==> config.mk <==
export PLATFORM = sky130hd
export DESIGN_NAME = full_adder_bist
export DESIGN_NICKNAME = d
export VERILOG_FILES = /design/src/rtl/full_adder_bist.sv
export SDC_FILE = /design/constraint.sdc
export NUM_CORES = 1
export LEC_CHECK = 0
export ABC_AREA = 1
export BUFFER_PORTS_ARGS = -buffer_cell sky130_fd_sc_hd__clkbuf_2
export CAP_MARGIN = 20
export CORE_ASPECT_RATIO = 0.5
export CORE_MARGIN = 2
export CORE_UTILIZATION = 45
export DETAILED_ROUTE_END_ITERATION = 12
export GPL_ROUTABILITY_DRIVEN = 0
export PLACE_DENSITY = 0.71
export SYNTH_ARGS = -nofsm -noshare
export SYNTH_HDL_FRONTEND = slang
export SYNTH_SLANG_ARGS = --single-unit
==> constraint.sdc <==
create_clock -name clk -period 4.62 [get_ports clk]
set_input_delay 0.693 -clock clk [delete_from_list [all_inputs] [get_ports clk]]
set_output_delay 0.693 -clock clk [all_outputs]
set_load 0.01 [all_outputs]
==> src/rtl/full_adder_bist.sv <==
// Self-test controller for a 1-bit full adder: walks all eight {a,b,ci} vectors,
// holds each for DWELL cycles and counts mismatches on s/co.
// Optional build macro: FA_BIST_STOP_ON_FAIL_EN ends the run at the first mismatch.
//
// state | meaning
// IDLE  | waiting for start after reset, all outputs low
// APPLY | driving vec onto {a,b,ci}, counting dwell, sampling on the last dwell cycle
// DONE  | run finished, done/pass/err status held until the next start
module full_adder_bist #(
  parameter int DWELL = 4,
  parameter int ERR_W = 4
) (
  input  logic             clk,
  input  logic             rst_n,
  input  logic             start,
  output logic             a,
  output logic             b,
  output logic             ci,
  input  logic             s,
  input  logic             co,
  output logic             busy,
  output logic             done,
  output logic             pass,
  output logic [ERR_W-1:0] err_count,
  output logic [2:0]       fail_vec,
  output logic             fail_valid
);

  typedef enum logic [1:0] {IDLE, APPLY, DONE} state_t;

`ifdef FA_BIST_STOP_ON_FAIL_EN
  localparam logic STOP_ON_FAIL = 1'b1;
`else
  localparam logic STOP_ON_FAIL = 1'b0;
`endif

  localparam logic [7:0] DWELL_LAST = 8'(DWELL - 1);

  state_t           state;
  logic [2:0]       vec;
  logic [7:0]       cnt;
  logic             exp_s;
  logic             exp_co;
  logic             mism;
  logic [ERR_W-1:0] err_next;

  // Reference is taken from the registered operands actually presented to the adder.
  assign exp_s    = a ^ b ^ ci;
  assign exp_co   = (a & b) | (a & ci) | (b & ci);
  assign mism     = (s != exp_s) || (co != exp_co);
  assign err_next = (err_count == '1) ? err_count : err_count + ERR_W'(1);

  always_ff @(posedge clk or negedge rst_n) begin
    if (!rst_n) begin
      state      <= IDLE;
      vec        <= 3'd0;
      cnt        <= 8'd0;
      a          <= 1'b0;
      b          <= 1'b0;
      ci         <= 1'b0;
      busy       <= 1'b0;
      done       <= 1'b0;
      pass       <= 1'b0;
      err_count  <= '0;
      fail_vec   <= 3'd0;
      fail_valid <= 1'b0;
    end else begin
      case (state)
        IDLE, DONE: begin
          if (start) begin
            state      <= APPLY;
            vec        <= 3'd0;
            cnt        <= 8'd0;
            {a, b, ci} <= 3'd0;
            busy       <= 1'b1;
            done       <= 1'b0;
            pass       <= 1'b0;
            err_count  <= '0;
            fail_vec   <= 3'd0;
            fail_valid <= 1'b0;
          end
        end
        APPLY: begin
          if (cnt == DWELL_LAST) begin
            cnt <= 8'd0;
            if (mism) begin
              err_count <= err_next;
              if (!fail_valid) begin
                fail_vec   <= vec;
                fail_valid <= 1'b1;
              end
            end
            // fail_valid still reflects earlier vectors here, so mism covers the final sample.
            if (vec == 3'd7 || (STOP_ON_FAIL && mism)) begin
              state      <= DONE;
              vec        <= 3'd0;
              {a, b, ci} <= 3'd0;
              busy       <= 1'b0;
              done       <= 1'b1;
              pass       <= !(fail_valid || mism);
            end else begin
              vec        <= vec + 3'd1;
              {a, b, ci} <= vec + 3'd1;
            end
          end else begin
            cnt <= cnt + 8'd1;
          end
        end
        default: state <= IDLE;
      endcase
    end
  end

endmodule

==> flow_summary_export.csv <==
group,metric,value,unit
setup_path,worstRegToRegCells,7,
run,cap_violations,0,
global_routing,grt_max_degree,25,
setup_path,reg2reg_to,"fail_vec[1]",
drt,drt_iter0_drc,72,
pwr,power_frac_comb,33.7,%
global_routing,antenna_found_initial,0,
yosys,syn_area,0.00135,sq mm
place,dpl.hpwl,2.02,mm
final_layout,final_cell_count_no_fill,226,
timing,relSlewSlack,59.8,%
final_layout,syn_to_final_growth,14.2,%
timing,timing.hold.ws,0.420,ns
clocking,htreeDepth,1,
final_layout,nets,200,
yosys,ys_warn_count,0,
global_routing,met3_usage,4.47,%
drt,ant_nets,0,
timing,timing.final.crit_share,36.4,%
yosys,seq_area_frac_synth,44.4,%
clocking,cts_buffers,3,
drt,drc,0,
pwr,p_sw,271,uW
global_routing,grt-ovfl-total,0,
pwr,intPower,452,uW
setup_path,startpoint,"vec[2]",
pwr,p_leak,0.000828,uW
drt,dr.pass1.iters,4,
place,io_buffer_count,18,
yosys,synth_cell_types,28,
pwr,p_seq_share,46.9,%
global_routing,grt_pass1_vias,1014,
clocking,clock_latency,0.26,ns
place,dpl_cell_area,0.00149,sq mm
floorplan,die_y,42.8,microns
pwr,p_clk_share,19.4,%
setup_path,crit_end,"fail_vec[1]",
timing,final_max_slew_viol_count,0,
floorplan,die-area,0.00349,sq mm
clocking,clockBufferDepth,2,
floorplan,ios,19,
setup_path,start_kind,"flop",
floorplan,initial_core_util,49.8,%
timing,finalWorstSetupSlack,2.94,ns
yosys,synth.area.top_cells,"dfrtp_1 44%, nand2_1 14%, inv_1 5.0%, nor2_1 4.7%, ha_1 3.7%",
clocking,clock-sinks,24,
yosys,yosysTopAreaCell,"dfrtp_1",
setup_path,rr_startpoint,"vec[2]",
place,dpl.cell_count,222,
global_routing,grt_util_all_layers,17.5,%
yosys,synth.top_cell.area_share,44.4,%
setup_path,cp.arrival,1.84,ns
final_layout,final_layout_size_suffix_gt1_share,21.2,%
yosys,syn-num-nets,177,
floorplan,core_area,0.00272,sq mm
yosys,ys_seq_elements,24,
timing,rsz0062_at_grt,"false",
drt,totalWireLength,2.71,mm
timing,worst_slew_pin_slew,0.603,ns
setup_path,cp_max_fo,6,
floorplan,rows,13,
clocking,post_cts_buffers,0,
final_layout,n_antenna_cell,0,
setup_path,cp.required,4.78,ns
global_routing,grt_pass1_wl,4.63,mm
timing,fin_crit,1.68,ns
setup_path,crit_path_end_kind,"flop",
global_routing,met2_usage,27.4,%
clocking,cts_resized,0,
floorplan,die_x,81.5,microns
drt,wl_per_cell,12.0,microns
clocking,cts_tree,"yes",
pwr,p_per_area,468,mW/mm^2
global_routing,use_met1,24.2,%
drt,viasPerCell,5.05,
timing,setup_viol,0,
place,place_ws,2.96,ns
final_layout,final_area,0.00154,sq mm
yosys,syn_area_per_cell,8.10,sq um
setup_path,path_class,"flop to flop",
outcome,status,"finished, final reports clean",
clocking,cts.clk_slew.worst_paths,0.08,ns
timing,clock_skew,0.00538,ns
timing,max_freq,595,MHz
clocking,ctsHoldBuffers,0,
setup_path,timing.reg2reg.setup_slack,2.94,ns
clocking,root_buffer,"clkbuf_8",
timing,tns,0,ns
timing,hold_violations,0,
pwr,ir_drop,213,uV
global_routing,gr-max-usage-layer,"met2",
hold_path,hold_path_class,"input port to asynchronous set/reset pin",
pwr,switching_share,37.5,%
drt,vias,1141,
yosys,syn_inst,167,
layout by cell type, fill, tap and decap left out, drive strengths merged, types with 2 or more instances in the layout:
master  instances
nand4           5
ha              4
o21ai          10
a21oi           5
nand2          54
clkbuf         22
nand3          10
dfrtp          24
or2             2
inv            21
nor2           22
nor3            5
sequential cells by signal, summed over array words and instances (netlist names):
register    flops
busy            1
fail_valid      1
state           2
cnt             8
vec             2
fail_vec        3
b               1
pass            1
done            1
err_count       4
critical path, stage by stage (launching register included):
cell and delay [ns]:
dfrtp_1 0.43, fa_1 0.50, nor2_1 0.14, nor2_1 0.06, nand3_2 0.12, nand4_1 0.18
nand2_1 0.10, nand2_1 0.05
kinds of logic (layout without fill, tap and decap cells):
family | count (synthesis) | count (layout) | share of synthesized area [%]
compound gates | 17 | 17 | 7.03
flops | 24 | 24 | 44.4
simple gates | 100 | 100 | 37.4
fa+ha+maj | 5 | 5 | 5.18
buf+inv | 21 | 43 | 6.01
per-stage QoR:
stage / total power (uW) / util, %
finish: 723 / 56.8
global route: 785 / 56.8
floorplan: 510 / -
detailed placement: 585 / 54.8
global placement: 574 / 54.8
CTS: 733 / 56.8
routing by layer:
metal / part of all wire [%] / routed length (microns)
met5: 0 / 0
met4: 0.78 / 21
met3: 3.2 / 87
met2: 43 / 1160
met1: 53 / 1440
cells in the mapped netlist, drive strengths merged:
library cell	count
or2	2
dfrtp	24
nor2	22
fa	1
nor3	5
nand2	54
nor3b	1
ha	4
nand3b	1
a21o	1
nand3	10
nand4	5
a22o	1
o21ai	10
inv	21
a21oi	5
power by group through the flow:
| stage | logic (uW) | registers [uW] | clock network, uW |
|---|---|---|---|
| global route | 281 | 347 | 157 |
| floorplan | 170 | 339 | 0 |
| detailed placement | 244 | 341 | 0 |
| finish | 244 | 339 | 140 |
| CTS | 249 | 337 | 147 |
| global placement | 236 | 338 | 0 |
layout make-up:
type / instances / area [sq um]
fill: 235 / 1170
multi-input combinational: 122 / 671
sequential: 24 / 601
timing repair buffer: 18 / 90.1
inverter: 21 / 81.3
clock buffer: 4 / 55.1
tap: 37 / 46.3
worst min-delay path by stage:
stage	start	to	slack, ns
finish	rst_n	state[0]	0.42
global route	rst_n	pass	0.47
floorplan	rst_n	b	0.40
detailed placement	busy	busy	0.46
global placement	busy	busy	0.46
CTS	rst_n	state[0]	0.45
No activity file was read; power rests on OpenSTA's default activity.
